`src/rtl/dmem_arbiter.sv`:
```
// rtl/dmem_arbiter.sv - round-robin two-port arbiter in front of the single-port data memory
// Optional feature macro: DMEM_ARB_ALIGN_CHK_EN (reject word-misaligned accesses with err).

module dmem_arbiter #(
  parameter int DW = 32,
  parameter int AW = 32
) (
  input  logic          clk,
  input  logic          reset_n,
  input  logic          req0,
  input  logic          we0,
  input  logic [AW-1:0] addr0,
  input  logic [DW-1:0] wdata0,
  input  logic          req1,
  input  logic          we1,
  input  logic [AW-1:0] addr1,
  input  logic [DW-1:0] wdata1,
  output logic          ack0,
  output logic          ack1,
  output logic [DW-1:0] rdata,
  output logic          err,
  output logic          mem_wren,
  output logic [AW-1:0] mem_addr,
  output logic [DW-1:0] mem_wdata,
  input  logic [DW-1:0] mem_rdata
);

  typedef enum logic [1:0] {IDLE, BUSY, DONE} state_t;

  state_t        state, state_nxt;
  logic          last;
  logic          cand0, cand1;
  logic          grant, grant_id;
  logic          sel_we, sel_bad;
  logic [AW-1:0] sel_addr;
  logic [DW-1:0] sel_wdata;
  logic          cmd_we, cmd_id, cmd_bad;
  logic [AW-1:0] cmd_addr;
  logic [DW-1:0] cmd_wdata;
  logic [DW-1:0] rdata_q;

  // In DONE the acked port still shows its finished request, so only the other port may win.
  always_comb begin
    state_nxt = state;
    cand0     = 1'b0;
    cand1     = 1'b0;
    grant     = 1'b0;
    grant_id  = 1'b0;
    case (state)
      IDLE: begin
        cand0 = req0;
        cand1 = req1;
      end
      BUSY: state_nxt = DONE;
      DONE: begin
        cand0     = req0 && cmd_id;
        cand1     = req1 && !cmd_id;
        state_nxt = IDLE;
      end
      default: state_nxt = IDLE;
    endcase
    if (cand0 || cand1) begin
      grant     = 1'b1;
      grant_id  = (cand0 && cand1) ? ~last : cand1;
      state_nxt = BUSY;
    end
  end

  assign sel_we    = grant_id ? we1    : we0;
  assign sel_addr  = grant_id ? addr1  : addr0;
  assign sel_wdata = grant_id ? wdata1 : wdata0;

`ifdef DMEM_ARB_ALIGN_CHK_EN
  assign sel_bad = (sel_addr[1:0] != 2'b00);
`else
  assign sel_bad = 1'b0;
`endif

  always_ff @(posedge clk or negedge reset_n) begin
    if (!reset_n) begin
      state     <= IDLE;
      last      <= 1'b1;
      cmd_we    <= 1'b0;
      cmd_id    <= 1'b0;
      cmd_bad   <= 1'b0;
      cmd_addr  <= '0;
      cmd_wdata <= '0;
      rdata_q   <= '0;
    end else begin
      state <= state_nxt;
      if (grant) begin
        last      <= grant_id;
        cmd_id    <= grant_id;
        cmd_we    <= sel_we;
        cmd_bad   <= sel_bad;
        cmd_addr  <= sel_addr;
        cmd_wdata <= sel_wdata;
      end
      if (state == BUSY && !cmd_we && !cmd_bad) begin
        rdata_q <= mem_rdata;
      end
    end
  end

  assign mem_wren  = (state == BUSY) && cmd_we && !cmd_bad;
  assign mem_addr  = cmd_addr;
  assign mem_wdata = cmd_wdata;
  assign ack0      = (state == DONE) && !cmd_id;
  assign ack1      = (state == DONE) && cmd_id;
  assign err       = (state == DONE) && cmd_bad;
  assign rdata     = rdata_q;

endmodule

```
`config.mk`:
```
export PLATFORM = sky130hd
export DESIGN_NAME = dmem_arbiter
export DESIGN_NICKNAME = d
export VERILOG_FILES = /design/src/rtl/dmem_arbiter.sv
export SDC_FILE = /design/constraint.sdc
export NUM_CORES = 1
export LEC_CHECK = 0
export CAP_MARGIN = 20
export CORE_UTILIZATION = 40
export CTS_CLUSTER_DIAMETER = 40
export DETAILED_ROUTE_END_ITERATION = 8
export GPL_TIMING_DRIVEN = 0
export PLACE_DENSITY = 0.93
export SYNTH_ARGS = -nofsm -noshare
export SYNTH_HDL_FRONTEND = slang
export SYNTH_SLANG_ARGS = --single-unit
```
`constraint.sdc`:
```
create_clock -name clk -period 2.4 [get_ports clk]
set_clock_uncertainty 0.2 [all_clocks]
set_input_delay 0.48 -clock clk [delete_from_list [all_inputs] [get_ports clk]]
set_output_delay 0.48 -clock clk [all_outputs]
set_load 0.005 [all_outputs]
```
# Yosys cells after proc, flatten, opt, wreduce, memory -nomap -nowiden
# Cells that the tools add are included.
[totals]
regBits = 101
wordCells = 32
input_bits = 166
out_inout_bits = 100
[classes]
n_bitwise = 1
n_eq_ne = 3
n_mux = 10
n_reduce_logical = 11
[ops]
columns = ["operator", "count"]
rows = [
  ["$mux W32", 2],
  ["$logic_and A1 B1 Y1", 7],
  ["$mux W1", 4],
  ["$pmux W1 S2", 2],
  ["$pmux W2 S2", 1],
  ["$eq A2 B1 Y1 const B", 1],
  ["$eq A2 B2 Y1 const B", 1],
  ["$logic_not A1 Y1", 2],
  ["$logic_not A2 Y1", 1],
  ["$mux W2", 1],
  ["$ne A2 B2 Y1 const B", 1],
  ["$logic_or A1 B1 Y1", 1],
  ["$not A1 Y1", 1],
]

# Logic depth before layout (Yosys ltp)
# Gate-level depths: netlist of the first run.
[depth]
ltp_word = 7
mapped_depth = 6
depth_no_buf = 3

# Least setup slack after synthesis of the first run
# OpenSTA, ideal clock, no wires.
[synth_timing]
kind = "reg2out"
startpoint = "reg state[1]"
endpoint = "out ack0"
t_required_ns = 1.720
n_path_buf = 3
arrival_ns = 1.091
path_stages_with_launch = 6
path_slack_ns = 0.629
path_cell_list = "dfrtp_1 -> buf_6 -> nand2b_2 -> buf_2 -> buf_1 -> nor2_1"
[synth_between]
elab_chain_len = 2
[synth_rtl]
columns = ["element", "line", "source"]
rows = [
  ["from (decl)", "30", "state_t state, state_nxt;"],
  ["from (signal assigned)", "90", "state <= state_nxt;"],
  ["$eq A2 B2 Y1", "108", "assign ack0 = (state == DONE) && !cmd_id;"],
  ["$logic_and A1 B1 Y1", "108", ""],
  ["to (decl)", "18", "output logic ack0,"],
]
# No other way between the ends.

# Worst setup path after layout of the first run
[layout_timing]
startpoint = "in req0"
endpoint = "reg cmd_wdata[7] (netlist: mem_wdata[7])"
[layout_between]
elab_chain_len = 6
word_cells_on_any_way = 8
cone_classes = "mux (5); reduce/logical (3)"
[layout_rtl]
columns = ["element", "line", "source"]
rows = [
  ["from (decl)", "10", "input logic req0,"],
  ["$logic_and A1 B1 Y1", "56", "cand0 = req0 && cmd_id;"],
  ["$pmux W1 S2 *", "49", "case (state)"],
  ["$logic_and A1 B1 Y1", "64", "grant_id = (cand0 && cand1) ? ~last : cand1;"],
  ["$mux W1", "64", ""],
  ["$mux W1", "62", "if (cand0 || cand1) begin"],
  ["$mux W32", "71", "assign sel_wdata = grant_id ? wdata1 : wdata0;"],
  ["to (signal assigned)", "97", "cmd_wdata <= sel_wdata;"],
  ["to (decl)", "39", "logic [DW-1:0] cmd_wdata;"],
]
# Every way passes the cells marked *; elsewhere a longest branch is shown, timed or not.
# A chain may end at the register's enable or synchronous reset.

==> results of run 1 <==
==> worst min path at each step <==
stage                        start        to  slack (ns)  cells past startpoint
after floorplan            reset_n    cmd_id       -0.02                      0
after global placement    rdata[5]  rdata[5]        0.27                      1
after detailed placement  rdata[5]  rdata[5]        0.28                      1
after CTS                 rdata[5]  rdata[5]        0.29                      1
after global routing      rdata[5]  rdata[5]        0.31                      1
final                     rdata[5]  rdata[5]        0.28                      1
==> flip-flops by register name (all words and copies together), names as in the netlist <==
signal / cells
mem_wdata: 32
rdata: 32
cmd_we: 1
state: 2
cmd_id: 1
last: 1
mem_addr: 32
==> critical path, stage by stage <==
cell	delay, ns
clkdlybuf4s50_1	0.52
nor2b_1	0.23
buf_2	0.30
clkbuf_1	0.43
nand4_1	0.23
o221ai_2	0.12
==> where the power goes <==
part,switching (mW),internal [mW]
combinational,2.15,2.95
sequential,0.495,2.58
clock,0.609,0.861
==> per-stage QoR <==
step	power, mW	utilization
6_report	9.64	0.679
5_1_grt	10.2	0.679
4_1_cts	9.73	0.679
3_5_place_dp	8.24	0.653
3_3_place_gp	7.99	0.651
2_1_floorplan	5.60	-
==> per-layer routing <==
| metal | routed length [microns] | part of all wire |
|---|---|---|
| met5 | 0 | 0 |
| met4 | 345 | 0.022 |
| met3 | 1110 | 0.073 |
| met2 | 7910 | 0.52 |
| met1 | 5980 | 0.39 |
==> cells in the mapped netlist, types with 2 or more instances <==
| library cell | instances |
|---|---|
| o221ai_2 | 50 |
| nor2b_1 | 2 |
| nor2_1 | 3 |
| mux2_2 | 30 |
| buf_1 | 6 |
| o221ai_1 | 15 |
| nand3_1 | 3 |
| clkbuf_1 | 7 |
| buf_4 | 5 |
| buf_6 | 11 |
| nand4_1 | 65 |
| mux2_1 | 2 |
| buf_2 | 11 |
| inv_1 | 133 |
| dfrtp_1 | 100 |
==> area by class of cell <==
| cell class | instances | area (sq um) |
|---|---|---|
| fill | 880 | 3900 |
| timing repair buffer | 266 | 2680 |
| sequential | 101 | 2530 |
| multi-input combinational | 181 | 1770 |
| inverter | 133 | 499 |
| buffer | 39 | 268 |
| clock buffer | 12 | 256 |
| tap | 168 | 210 |
| clock inverter | 3 | 45.0 |
==> logic make-up after synthesis <==
logic type | Yosys count
muxes | 32
DFF | 101
and+or+nand+nor | 79
buffers and inverters | 173
other | 1
AOI/OAI and AO/OA | 69
==> timing repair <==
| action | 4_1_cts | 5_1_grt |
|---|---|---|
| pin swaps | 0 | 0 |
| cloned | 0 | 0 |
| gates resized for setup | 3 | 1 |
| hold endpoints to repair | 37 | 0 |
| setup endpoints to repair | 1 | 1 |
| hold buffers | 1 | 0 |
==> run_results.csv, run 1 <==
group,metric,value,unit
worst_setup_path,worst_setup_path_end_kind,"flip-flop",
grt,grtUsageMet2,0.419,
synth,synth_top_family_by_area,"compound AO/OA/AOI/OAI gates",
worst_hold_path,hp-class,"reg -> reg",
clock_tree,insertion_delay,0.33,ns
grt,use_met1,0.274,
placement,post_dp_cell_area,7940,sq um
grt,antenna_found_initial,0,
clock_tree,root_buffer,"clkbuf_16",
worst_setup_path,cp.required,2.43,ns
timing,min_period_over_period,0.945,
synth,synth-xor-area-share,0,
synth,synth_area,5070,sq um
die,core-area,12200,sq um
synth,ys_ff_latch,101,
synth,synth_nets,621,
grt,groute.usage.overall,0.233,
clock_tree,post_cts_buffers,0,
synth,synthArstFlopShare,1.00,
synth,synth_cells,455,
synth,synth-edff-count,0,
detailed_routing,dr.pass1.iters,4,
die,fp.dieArea,13100,sq um
finish,final_cell_mix,"261 x clkdlybuf4s50_1, 133 x inv_1, 100 x dfrtp_1",
detailed_routing,dr_total_vias,4560,
worst_setup_path,reg2reg_setup_slack,0.41,ns
placement,gp_congestion,0.797,
status,outcome,"complete, no violations",
detailed_routing,route.detailed.drc,0,
synth,synth-simple-area-share,0.0978,
power_and_ir_drop,worst_ir_drop_vdd,607,uV
worst_setup_path,ff2ff_path_depth,5,
finish,synthToLayoutAreaGrowth,63.0,%
worst_setup_path,crit_path_end,"mem_wdata[7]",
timing,drv_slew,0,
synth,synth_area_leaders,"dfrtp_1 49%, o221ai_2 15%, inv_1 9.9%",
worst_setup_path,timing.rr.start,"state[0]",
finish,final_common_cell,"clkdlybuf4s50_1",
worst_setup_path,start_kind,"input port",
placement,port_buffers,264,
timing,tns,0,ns
grt,grt_start_max_net_pins,58,
finish,diodes,0,
placement,dp_cells,888,
finish,instances_no_fill,903,
timing,fin_crit,2.27,ns
die,die_w,115,microns
synth,synth.distinct_cells,27,
finish,nets,897,
worst_setup_path,r2r_end,"mem_wdata[7]",
timing,finalHoldViolations,0,
timing,max_slew_margin,0.571,
timing,fin_ws,0.131,ns
synth,synth_seq_area_share,0.499,
clock_tree,clock_sinks,101,
finish,stdcell_area,8260,sq um
timing,setup_viol,0,
synth,synth_compound_area_frac,0.180,
worst_setup_path,worstPathMaxFanout,10,
clock_tree,cts_buffers,9,
grt,met3_usage,0.0556,
synth,yosys.area.top_type_share,0.494,
clock_tree,path_clk_slew,0.07,ns
detailed_routing,drtIter0Drc,240,
detailed_routing,drtAntennaViolNets,0,
timing,fmax,441,MHz
detailed_routing,wirelength,15300,microns
die,initial_core_util,0.417,
timing,whs,0.285,ns
power_and_ir_drop,pwr_density_cell,1170,nW/um^2
die,rows,40,
timing,tightest_slew,0.644,ns
detailed_routing,wl_per_cell,17.0,microns
synth,synth_flop_cell,"dfrtp_1",
placement,place_ws,-0.166,ns
placement,dp_hpwl,12000,microns
worst_setup_path,cp.arrival,2.30,ns
synth,synth_mux_area_frac,0.0711,
flow_run,cap_violations,0,
timing,rsz0062_at_grt,"no",
worst_setup_path,crit_start,"req0",
finish,layout-drive-gt1-share,0.173,
detailed_routing,via_per_inst,5.05,
clock_tree,cts-htree-levels,3,
die,die_y,115,microns
worst_setup_path,worstSetupPathType,"in -> reg",
clock_tree,clockBufferDepth,2,
power_and_ir_drop,p_leak,3.60,nW
grt,busiest_layer,"met2",
synth,syn_area_per_cell,11.1,sq um
clock_tree,cts_tree,"built",
synth,yosys.area.top_type,"dfrtp_1",
die,pin_count,266,
grt,grt_remaining_overflow,0,
grt,grt_pass1_vias,4784,
synth,synth_fa_ha_area_frac,0,
grt,grt_pass1_wl,24000,microns
synth,yosys_warnings,0,
(Power assumes the default switching activity.)
==> run 2, diff against run 1 <==
- SKIP_CTS_REPAIR_TIMING: default -> 1
==> run_results.csv, run 2 (synthesis gave the netlist of run 1 again) <==
group,metric,value,unit
finish,synthToLayoutAreaGrowth,63.3,%
finish,fillers,877,
clock_tree,clockBufferDepth,2,
detailed_routing,dr.pass1.iters,4,
grt,groute.usage.overall,0.233,
detailed_routing,route.detailed.drc,0,
timing,tightest_slew,0.635,ns
timing,rsz0062_at_grt,"no",
worst_setup_path,cp.arrival,2.29,ns
placement,dp_cells,888,
detailed_routing,via_per_inst,5.07,
status,outcome,"complete, no violations",
timing,setup_viol,0,
timing,max_slew_margin,0.577,
placement,port_buffers,264,
timing,min_period_over_period,0.939,
timing,fmax,444,MHz
detailed_routing,drtIter0Drc,229,
worst_setup_path,ff2ff_path_depth,5,
die,die_y,115,microns
worst_setup_path,timing.rr.start,"state[0]",
die,initial_core_util,0.417,
detailed_routing,wirelength,15400,microns
finish,instances_no_fill,903,
power_and_ir_drop,p_leak,3.61,nW
finish,nets,897,
die,pin_count,266,
worst_setup_path,path_cells,"clkdlybuf4s50_1 -> nor2b_1 -> buf_2 -> clkbuf_1 -> nand4_1 -> o221ai_2",
clock_tree,path_clk_slew,0.07,ns
placement,gp_congestion,0.797,
worst_hold_path,hold_end,"rdata[5]",
worst_setup_path,worst_setup_path_end_kind,"flip-flop",
timing,fin_crit,2.25,ns
placement,dp_hpwl,12000,microns
worst_setup_path,r2r_end,"mem_wdata[7]",
worst_setup_path,slowest_stage,"clkdlybuf4s50_1",
grt,grt_pass1_vias,4777,
worst_setup_path,worstSetupPathType,"in -> reg",
die,core-area,12200,sq um
clock_tree,cts-htree-levels,3,
worst_setup_path,critPathMaxStageDelay,0.52,ns
die,fp.dieArea,13100,sq um
die,rows,40,
clock_tree,insertion_delay,0.33,ns
detailed_routing,drtAntennaViolNets,0,
worst_hold_path,hp-class,"reg -> reg",
placement,place_ws,-0.166,ns
grt,antenna_found_initial,0,
grt,grt_start_max_net_pins,58,
worst_hold_path,hold_start,"rdata[5]",
finish,layout-drive-gt1-share,0.173,
timing,fin_ws,0.146,ns
clock_tree,cts_tree,"built",
timing,drv_slew,0,
worst_hold_path,hold_depth,1,
finish,final_cell_mix,"261 x clkdlybuf4s50_1, 133 x inv_1, 100 x dfrtp_1",
grt,grt_pass1_wl,24000,microns
power_and_ir_drop,worst_ir_drop_vdd,639,uV
clock_tree,root_buffer,"clkbuf_16",
clock_tree,clock_sinks,101,
grt,grt_remaining_overflow,0,
power_and_ir_drop,pwr_density_cell,1170,nW/um^2
worst_setup_path,worstPathMaxFanout,10,
clock_tree,cts_buffers,9,
worst_setup_path,cp.required,2.43,ns
die,die_w,115,microns
flow_run,cap_violations,0,
worst_setup_path,start_kind,"input port",
detailed_routing,wl_per_cell,17.0,microns
timing,tns,0,ns
finish,diodes,0,
worst_setup_path,reg2reg_setup_slack,0.43,ns
finish,final_common_cell,"clkdlybuf4s50_1",
timing,finalHoldViolations,0,
detailed_routing,dr_total_vias,4578,
[run 2: layout make-up]
| class | instances | area, sq um | area share |
|---|---|---|---|
| multi-input cells | 181 | 1780 | 0.215 |
| flip-flops and latches | 101 | 2530 | 0.306 |
| clock buffers | 12 | 256 | 0.0310 |
| plain buffers | 39 | 272 | 0.0328 |
| repair buffers | 266 | 2680 | 0.324 |
| inverters | 133 | 499 | 0.0604 |
| clock inverters | 3 | 45.0 | 0.00545 |
| well taps | 168 | 210 | 0.0254 |
[run 2: per-stage QoR]
stage,area [sq um],power (mW),hold WS [ns],util
detailed placement,7940,8.24,0.276,0.653
finish,8270,9.66,0.285,0.680
global placement,7920,7.99,0.267,0.651
floorplan,5070,5.60,-0.0156,-
global route,8270,10.3,0.309,0.680
CTS,8250,9.73,-0.0162,0.678
[run 2: layer usage]
metal  wire, microns  share of wire  GRT usage  vias to the layer above
li1                -              -          -                     2140
met1            6020           0.39      0.272                     2202
met2            7910           0.51      0.420                      206
met3            1090          0.071     0.0556                       30
met4             356          0.023     0.0762                        0
met5               0              0          0                        -
[run 2: worst max path at each step]
stage,startpoint,to,slack (ns),cells after the start
detailed placement,req0,mem_wdata[7],-0.17,6
floorplan,state[1],ack0,0.63,5
global placement,reset_n,mem_addr[16],-3.06,1
CTS,state[1],ack0,-0.47,6
global route,req0,mem_wdata[7],0.02,6
finish,req0,mem_wdata[7],0.15,6
[run 2: critical path, delay by kind of cell]
kind / cells / cell delay, ns
buffers and inverters: 3 / 1.23
and+or+nand+nor: 2 / 0.45
AOI/OAI and AO/OA: 1 / 0.12
[run 2: power breakdown]
group	internal [mW]	total [mW]	switching, mW
logic	2.96	5.11	2.15
registers	2.58	3.08	0.495
clock network	0.861	1.47	0.611
total	6.40	9.66	3.26
